`src/rtl/mem_access_seq.sv`:
```
// rtl/mem_access_seq.sv - single-transfer SRAM access sequencer between MAR/MDR and external SRAM
//
// Purpose: accepts one read or write request while idle, latches address and
// write data, walks SETUP -> ACCESS (WAIT_CYCLES) -> DONE driving the SRAM
// strobes, captures read data and pulses LD_MDR/Done on completion.
//
// Ports:
//   Clk, Reset            clock; synchronous active-high reset
//   Req, Wr, Addr, WData  request, direction, word address, write data
//   RData, LD_MDR         captured read data and its one-cycle MDR load strobe
//   Done, Busy            one-cycle completion pulse; high outside IDLE
//   SRAM_ADDR             zero-extended latched address
//   SRAM_CE_N/OE_N/WE_N   active-low SRAM strobes
//   SRAM_DQ_OUT/DQ_OE     write data and pad output enable
//   SRAM_DQ_IN            data returned from the SRAM pad

module mem_access_seq #(
    parameter int WAIT_CYCLES = 2,
    parameter int ADDR_W      = 20
) (
    input  logic              Clk,
    input  logic              Reset,
    input  logic              Req,
    input  logic              Wr,
    input  logic [15:0]       Addr,
    input  logic [15:0]       WData,
    output logic [15:0]       RData,
    output logic              LD_MDR,
    output logic              Done,
    output logic              Busy,
    output logic [ADDR_W-1:0] SRAM_ADDR,
    output logic              SRAM_CE_N,
    output logic              SRAM_OE_N,
    output logic              SRAM_WE_N,
    output logic [15:0]       SRAM_DQ_OUT,
    output logic              SRAM_DQ_OE,
    input  logic [15:0]       SRAM_DQ_IN
);

    localparam int              CNT_W    = (WAIT_CYCLES > 1) ? $clog2(WAIT_CYCLES) : 1;
    localparam logic [CNT_W-1:0] CNT_LOAD = CNT_W'(WAIT_CYCLES - 1);

    typedef enum logic [1:0] {
        S_IDLE,
        S_SETUP,
        S_ACCESS,
        S_DONE
    } state_t;

    state_t           state;
    state_t           state_nxt;
    logic             wr_q;
    logic [CNT_W-1:0] cnt;
    logic             accept;
    logic             last_access;

    assign accept      = (state == S_IDLE) && Req;
    assign last_access = (state == S_ACCESS) && (cnt == '0);

    always_ff @(posedge Clk) begin
        if (Reset) begin
            state       <= S_IDLE;
            wr_q        <= 1'b0;
            cnt         <= '0;
            SRAM_ADDR   <= '0;
            SRAM_DQ_OUT <= '0;
            RData       <= '0;
        end else begin
            state <= state_nxt;
            if (accept) begin
                wr_q        <= Wr;
                SRAM_ADDR   <= ADDR_W'(Addr);
                SRAM_DQ_OUT <= WData;
                cnt         <= CNT_LOAD;
            end else if ((state == S_ACCESS) && (cnt != '0)) begin
                cnt <= cnt - CNT_W'(1);
            end
            // Sample the pad on the edge that ends the access window, when
            // the SRAM has had the full WAIT_CYCLES to drive valid data.
            if (last_access && !wr_q) begin
                RData <= SRAM_DQ_IN;
            end
        end
    end

    // Strobes decode from state and the latched direction only, so no
    // combinational path exists from Req to any output.
    always_comb begin
        state_nxt  = state;
        SRAM_CE_N  = 1'b1;
        SRAM_OE_N  = 1'b1;
        SRAM_WE_N  = 1'b1;
        SRAM_DQ_OE = 1'b0;
        Done       = 1'b0;
        LD_MDR     = 1'b0;
        Busy       = 1'b1;
        case (state)
            S_IDLE: begin
                Busy = 1'b0;
                if (Req) begin
                    state_nxt = S_SETUP;
                end
            end
            S_SETUP: begin
                SRAM_CE_N  = 1'b0;
                SRAM_OE_N  = wr_q;
                SRAM_DQ_OE = wr_q;
                state_nxt  = S_ACCESS;
            end
            S_ACCESS: begin
                SRAM_CE_N  = 1'b0;
                SRAM_OE_N  = wr_q;
                SRAM_WE_N  = !wr_q;
                SRAM_DQ_OE = wr_q;
                if (cnt == '0) begin
                    state_nxt = S_DONE;
                end
            end
            S_DONE: begin
                Done      = 1'b1;
                LD_MDR    = !wr_q;
                state_nxt = S_IDLE;
            end
            default: begin
                state_nxt = S_IDLE;
            end
        endcase
    end

endmodule

```
`config.mk`:
```
export PLATFORM = sky130hd
export DESIGN_NAME = mem_access_seq
export DESIGN_NICKNAME = d
export VERILOG_FILES = /design/src/rtl/mem_access_seq.sv
export SDC_FILE = /design/constraint.sdc
export NUM_CORES = 1
export LEC_CHECK = 0
export ABC_AREA = 1
export CORE_UTILIZATION = 66
export CTS_CLUSTER_DIAMETER = 30
export DETAILED_ROUTE_END_ITERATION = 6
export DONT_BUFFER_PORTS = 1
export PLACE_DENSITY = 0.83
export SLEW_MARGIN = 20
export SYNTH_ARGS = -nofsm -noshare
export SYNTH_HDL_FRONTEND = slang
export SYNTH_SLANG_ARGS = --single-unit
```
`constraint.sdc`:
```
create_clock -name Clk -period 3.1 [get_ports Clk]
set_input_delay 0.62 -clock Clk [delete_from_list [all_inputs] [get_ports Clk]]
set_output_delay 0.62 -clock Clk [all_outputs]
set_load 0.05 [all_outputs]
```
==> impl_results.md, run 1 <==
* Status: completed
* DRT Pass-1 Iters at 4
* Number of vias in the routed layout at 1592
* Critical Path RT at 2.48 ns
* Register area share after synthesis at 48.9%
* Mapped Area at 2130 um2
* CTS tree: yes
* PortBufs at 0
* Warnings from Yosys at 0
* Clock root cell: clkbuf_4
* CP Class: reg -> out
* Maximum VDD drop at 656 uV
* Post-synthesis mux area share at 0%
* Cell depth of the worst setup path at 4
* GPL Wtd Cong at 0.713
* Fin nets at 330
* Final setup vio count at 0
* Clock buffer depth at 2
* Slowest-stage cell, CP: dfxtp_1
* Die width at 58.8 um
* Crit path capture type: output port
* Place WS at 1.04 ns
* R2R setup slack at 1.63 ns
* CTS Buf Count at 5
* Worst R2R End: SRAM_ADDR[2]$_SDFFE_PP0P_
* Worst hold path class: in -> reg
* Core Footprint at 3050 um2
* Setup TNS at 0 ns
* I/O Pins at 111
* Initial Util at 69.7%
* FP Rows at 20
* Number of diodes at 0
* Post-synthesis simple-gate area fraction at 24.4%
* Commonest non-fill, non-tap cell in the layout: nor2_1
* WP buf/inv at 2
* RSZ-0062 raised after global routing: no
* Leak at 0.955 nW
* Worst-path cell chain: inv_1 > ha_1 > inv_1 > or2_2
* Largest family of logic cells by synthesized area: simple AND/OR/NAND/NOR gates
* Crit share post-route at 79.2%
* DIE HEIGHT at 58.8 um
* First-pass GRT wire length at 5.69 mm
* Clock transition at path regs at 0.14 ns
* CP peak stage delay at 0.41 ns
* DP Wirelength at 2.50 mm
* Cells after synthesis at 284
* Post-synth top area share at 48.9%
* CP dominant cell by count: inv_1
* Resized Gates After CTS at 0
* Worst Path Max Fanout at 4
* Initial antenna violation count at 0
* Commonest cells after routing, fill and taps aside: 83 x nor2_1, 52 x dfxtp_1, 28 x o21ai_0
* Worst Setup SP: state[1]$_SDFFE_PP0P_
* Xor/xnor share of the synthesized area at 0%
* Vias in the first global route at 1328
* Synth Area in Adders at 1.76%
* Tot GR Track Use at 21.6%
* Worst relative slew slack at 53.8%
* CP Capture Point: SRAM_OE_N
* Avg Synthesized Cell Area at 7.49 um2
* Compound-Gate Fraction of Synth Area at 12.5%
* Die area at 3450 um2
* Post-CTS Hold Fix Bufs at 0
* CP startpoint kind: register
* DR vias/cell at 4.98
* WP data arrival at 1.83 ns
* Largest net degree at the start of global routing at 52
* Final WL at 3.69 mm
* DR WL/cell at 11.5 um
* Fill count at 294
* Largest cells by area after synthesis: dfxtp_1 49%, nor2_1 15%, o21ai_0 6.6%
* Fin Clk Skew at 0.00995 ns
* Setup ws final at 0.645 ns
* Fraction of layout cells with a size suffix above 1 at 6.16%
* DRT iter0 DRCs at 86
* Max Clk Rate at 407 MHz
* Maxcap violations at 0
* Cells on worst reg2reg path at 6
* Final Power at 0.00271 W
* ANT nets after route at 0
* Synth unique cells at 21
* Worst skew pair latency at 0.34 ns
* Fin. Hold Viols at 0
* Postcts setup bufs at 0
* Gr ovfl total at 0
* Fin crit period at 2.45 ns
* PwrDens at 1280 nW/um2
* Worst Tran Pin Value at 0.691 ns
* TritonCTS Sinks at 52
* Critical R2R Launch: state[1]$_SDFFE_PP0P_
* P&R area growth vs syn at -0.412%
* DRC viols at 0
* H-Tree Depth at 2
* Max Slew Vio Count at 0
* CP top delay family: buffers and inverters
* Flops & latches, synth at 52
* Cell taking the most area after synthesis: dfxtp_1
==> worst min-delay path by stage <==
stage | start | endpoint | depth (start not counted)
floorplan | cnt$_SDFFE_PP0P_ | cnt$_SDFFE_PP0P_ | 2
detailed placement | cnt$_SDFFE_PP0P_ | cnt$_SDFFE_PP0P_ | 2
global placement | cnt$_SDFFE_PP0P_ | cnt$_SDFFE_PP0P_ | 2
global route | Reset | cnt$_SDFFE_PP0P_ | 1
finish | Reset | cnt$_SDFFE_PP0P_ | 1
CTS | Reset | cnt$_SDFFE_PP0P_ | 1
==> flip-flops by register name (all words and copies together), names as in the netlist <==
signal / flops
RData: 16
SRAM_ADDR: 16
SRAM_DQ_OUT: 16
cnt: 1
state: 2
wr_q: 1
==> Yosys cell counts <==
library cell	instances
a21oi_1	19
buf_2	5
buf_4	6
buf_6	6
clkbuf_1	3
clkbuf_2	2
conb_1	1
dfxtp_1	52
ha_1	3
inv_1	24
inv_2	1
inv_6	1
nand2_1	23
nand2_4	1
nand3_1	17
nor2_1	83
nor2_2	1
nor2_4	1
o21ai_0	28
o21ai_1	6
or2_2	1
==> cell families after synthesis <==
group	after synthesis
flip-flops	52
adder cells (fa/ha/maj)	3
other	1
AO/OA/AOI/OAI	53
AND/OR/NAND/NOR	127
buffers and inverters	48
==> through the flow <==
step	utilization, %	hold slack [ns]	cell area, um2	std cells
after floorplan	-	0.480	2140	287
after global placement	67.4	0.492	2060	312
after detailed placement	67.4	0.504	2060	312
after CTS	69.4	0.309	2120	320
after global routing	69.4	0.287	2120	320
final	69.4	0.322	2120	320
==> routing by layer <==
layer  vias up  track usage, %  routed length [um]
met5         -               0                   0
met3         2            7.25                 305
met2        64            35.1                1720
met4         0            8.16                  19
met1       667            26.5                1650
li1        859               -                   -
==> power by group <==
part           internal, W  switching (W)  leakage (nW)  total (W)
sequential        0.000864       0.000746         0.429    0.00161
clock             0.000109       0.000192        0.0380   0.000301
combinational     0.000224       0.000571         0.488   0.000794
==> layout make-up <==
type | instances | area (um2) | share of cell area (%)
Clock buffer | 6 | 51.3 | 2.42
Clock inverter | 2 | 10.0 | 0.473
Tap cell | 44 | 55.1 | 2.60
Timing Repair Buffer | 3 | 22.5 | 1.06
Inverter | 26 | 103 | 4.84
Sequential cell | 52 | 1040 | 49.1
Multi-Input combinational cell | 187 | 836 | 39.5
(Power assumes the default switching activity.)
==> inputs of run 2 (changes only) <==
--- a/config.mk
+++ b/config.mk
@@ -6,11 +6,11 @@
 export NUM_CORES = 1
 export LEC_CHECK = 0
 export ABC_AREA = 1
-export CORE_UTILIZATION = 66
+export CORE_UTILIZATION = 61
 export CTS_CLUSTER_DIAMETER = 30
 export DETAILED_ROUTE_END_ITERATION = 6
 export DONT_BUFFER_PORTS = 1
-export PLACE_DENSITY = 0.83
+export PLACE_DENSITY = 0.78
 export SLEW_MARGIN = 20
 export SYNTH_ARGS = -nofsm -noshare
 export SYNTH_HDL_FRONTEND = slang
==> constraint.sdc (replaced) <==
create_clock -name Clk -period 2.5 [get_ports Clk]
set_input_delay 0.5 -clock Clk [delete_from_list [all_inputs] [get_ports Clk]]
set_output_delay 0.5 -clock Clk [all_outputs]
set_load 0.05 [all_outputs]
==> run 2 against run 1 <==
Against the previous run:
- combinational power rose by 28%
- final area rose by 1.0%
- register-to-register slack got worse by 0.62 ns
- power rose by 26%
- non-clock buffer count rose by 2
- critical path type unchanged
- highest routed layer unchanged
==> impl_results.md, run 2 (synthesized netlist as in run 1, its figures left out) <==
* Register Area at 1040 um2 (unchanged)
* Clock transition at path regs at 0.13 ns (about the same)
* CP top delay family: flip-flops
* Vias in the first global route at 1404 (+5.7%)
* Placed cells at 316 (+1.3%)
* Maxcap violations at 0 (unchanged)
* GPL Wtd Cong at 0.647 (-9.3%)
* Worst skew pair latency at 0.36 ns (+0.02 ns)
* Setup TNS at 0 ns (unchanged)
* Biggest regs: RData (16), SRAM_ADDR (16), SRAM_DQ_OUT (16)
* ANT nets after route at 0 (unchanged)
* Clock power frac at 11.7% (+0.6 points)
* Comb pwr share at 29.8% (+0.4 points)
* Critical Path RT at 2.00 ns (-0.48 ns)
* PwrDens at 1600 nW/um2 (+25%)
* Switching share of power at 55.2% (-0.59 points)
* Final setup vio count at 0 (unchanged)
* Worst Tran Pin Value at 0.694 ns (+0.00222 ns)
* Sequential share of power at 58.5% (-1.0 points)
* Non-Filler Instances at 323 (+0.94%)
* DIE HEIGHT at 61.1 um (+3.9%)
* CTS tree: yes
* Final WL at 3.92 mm (+6.1%)
* CP Class: reg -> out
* Pint at 0.00153 W (+28%)
* M2 GR Usage at 36.0% (+0.96 points)
* Core Footprint at 3340 um2 (+9.3%)
* Crit path capture type: output port
* Max Slew Vio Count at 0 (unchanged)
* WP buf/inv at 2 (unchanged)
* Die area at 3730 um2 (+7.9%)
* Fin. Hold Viols at 0 (unchanged)
* Fill count at 331 (+13%)
* Resized Gates After CTS at 0 (unchanged)
* PortBufs at 0 (unchanged)
* TritonCTS Sinks at 52 (unchanged)
* Maximum VDD drop at 1080 uV (+65%)
* Fin nets at 332 (+0.61%)
* Number of vias in the routed layout at 1613 (+1.3%)
* Status: completed
* Post-CTS Hold Fix Bufs at 0 (unchanged)
* Multi-input gate area at 836 um2 (unchanged)
* CP dominant cell by count: inv_1
* WP data arrival at 1.57 ns (-0.26 ns)
* Final Core Density at 64.1% (-5.3 points)
* Met3 usage at 9.03% (+1.8 points)
* Clock buffer depth at 2 (unchanged)
* Worst-path cell chain: inv_1 > ha_1 > inv_1 > or2_2
* Sw power at 0.00189 W (+25%)
* CP startpoint kind: register
* Slowest-stage cell, CP: dfxtp_1
* DR WL/cell at 12.1 um (+5.1%)
* DP Wirelength at 2.58 mm (+3.2%)
* Fin Clk Skew at 0.00639 ns (-0.00356 ns)
* Postcts setup bufs at 0 (unchanged)
* Largest net degree at the start of global routing at 52 (unchanged)
* First-pass GRT wire length at 5.92 mm (+4.0%)
* DRT Pass-1 Iters at 4 (unchanged)
* Commonest cells after routing, fill and taps aside: 83 x nor2_1, 52 x dfxtp_1, 28 x o21ai_0
* DR vias/cell at 4.99 (+0.38%)
* M1 GR Usage at 26.1% (-0.43 points)
* P&R area growth vs syn at 0.588%
* Worst hold slack at 0.188 ns (-0.133 ns)
* Crit share post-route at 82.6%
* Clock root cell: clkbuf_4
* Initial antenna violation count at 0 (unchanged)
* DRT iter0 DRCs at 62 (-28%)
* Worst hold path class: in -> reg
* FP Rows at 21 (+5.0%)
* Fraction of layout cells with a size suffix above 1 at 6.50% (+0.34 points)
* RSZ-0062 raised after global routing: no
* H-Tree Depth at 2 (unchanged)
* Leak at 0.964 nW (+0.98%)
* Worst Path Max Fanout at 4 (unchanged)
* Die width at 61.1 um (+3.9%)
* CP peak stage delay at 0.41 ns (about the same)
* Worst relative slew slack at 53.7% (-0.15 points)
* DRC viols at 0 (unchanged)
* Busiest metal layer after global routing: met2
* Tot GR Track Use at 22.0% (+0.41 points)
* Final Power at 0.00342 W (+26%)
* Gr ovfl total at 0 (unchanged)
* Commonest non-fill, non-tap cell in the layout: nor2_1
* Initial Util at 63.7% (-5.9 points)
* Max Clk Rate at 484 MHz
* CTS Buf Count at 5 (unchanged)
* Number of diodes at 0 (unchanged)
* I/O Pins at 111 (unchanged)
* Fin crit period at 2.07 ns
==> run 2: cell types whose count changed in the layout (fill, tap and decap cells not counted) <==
cell	before	now
buf_4	3	5
clkinv_2	2	0
clkbuf_8	1	2
==> run 2: final timing paths <==
kind,start,endpoint,slack (ns),depth (start not counted)
worst min-delay path,Reset,cnt$_SDFFE_PP0P_,0.19,1
worst min register to register,cnt$_SDFFE_PP0P_,cnt$_SDFFE_PP0P_,0.51,2
worst max-delay path,state[1]$_SDFFE_PP0P_,SRAM_OE_N,0.43,4
worst max register to register,state[0]$_SDFFE_PP0P_,SRAM_DQ_OUT[7]$_SDFFE_PP0P_,1.01,6
==> run 2: area by class of cell <==
type	count	area share, %
Multi-Input combinational cell	187	39.1
Tap cell	46	2.69
Timing Repair Buffer	5	1.75
Clock buffer	7	3.04
Sequential cell	52	48.7
Inverter	26	4.80
==> run 2: power groups by stage <==
stage               sequential (W)  clock [W]  combinational [W]
global placement           0.00202          0            0.00101
global route               0.00204   0.000455            0.00116
floorplan                  0.00198          0           0.000984
CTS                        0.00200   0.000411            0.00103
finish                     0.00200   0.000399            0.00102
detailed placement         0.00203          0            0.00103
==> run 2: metrics by stage <==
stage / setup WS, ns / area [um2]
after floorplan: 0.433 / 2140
after global placement: 0.865 / 2070
after detailed placement: 0.849 / 2070
after CTS: 0.427 / 2140
after global routing: 0.339 / 2140
final: 0.434 / 2140
==> run 2: metal layers <==
metal	vias to the layer above	share of wire, %
li1	859	-
met1	682	45
met2	67	45
met3	5	8.5
met4	0	1.2
met5	-	0
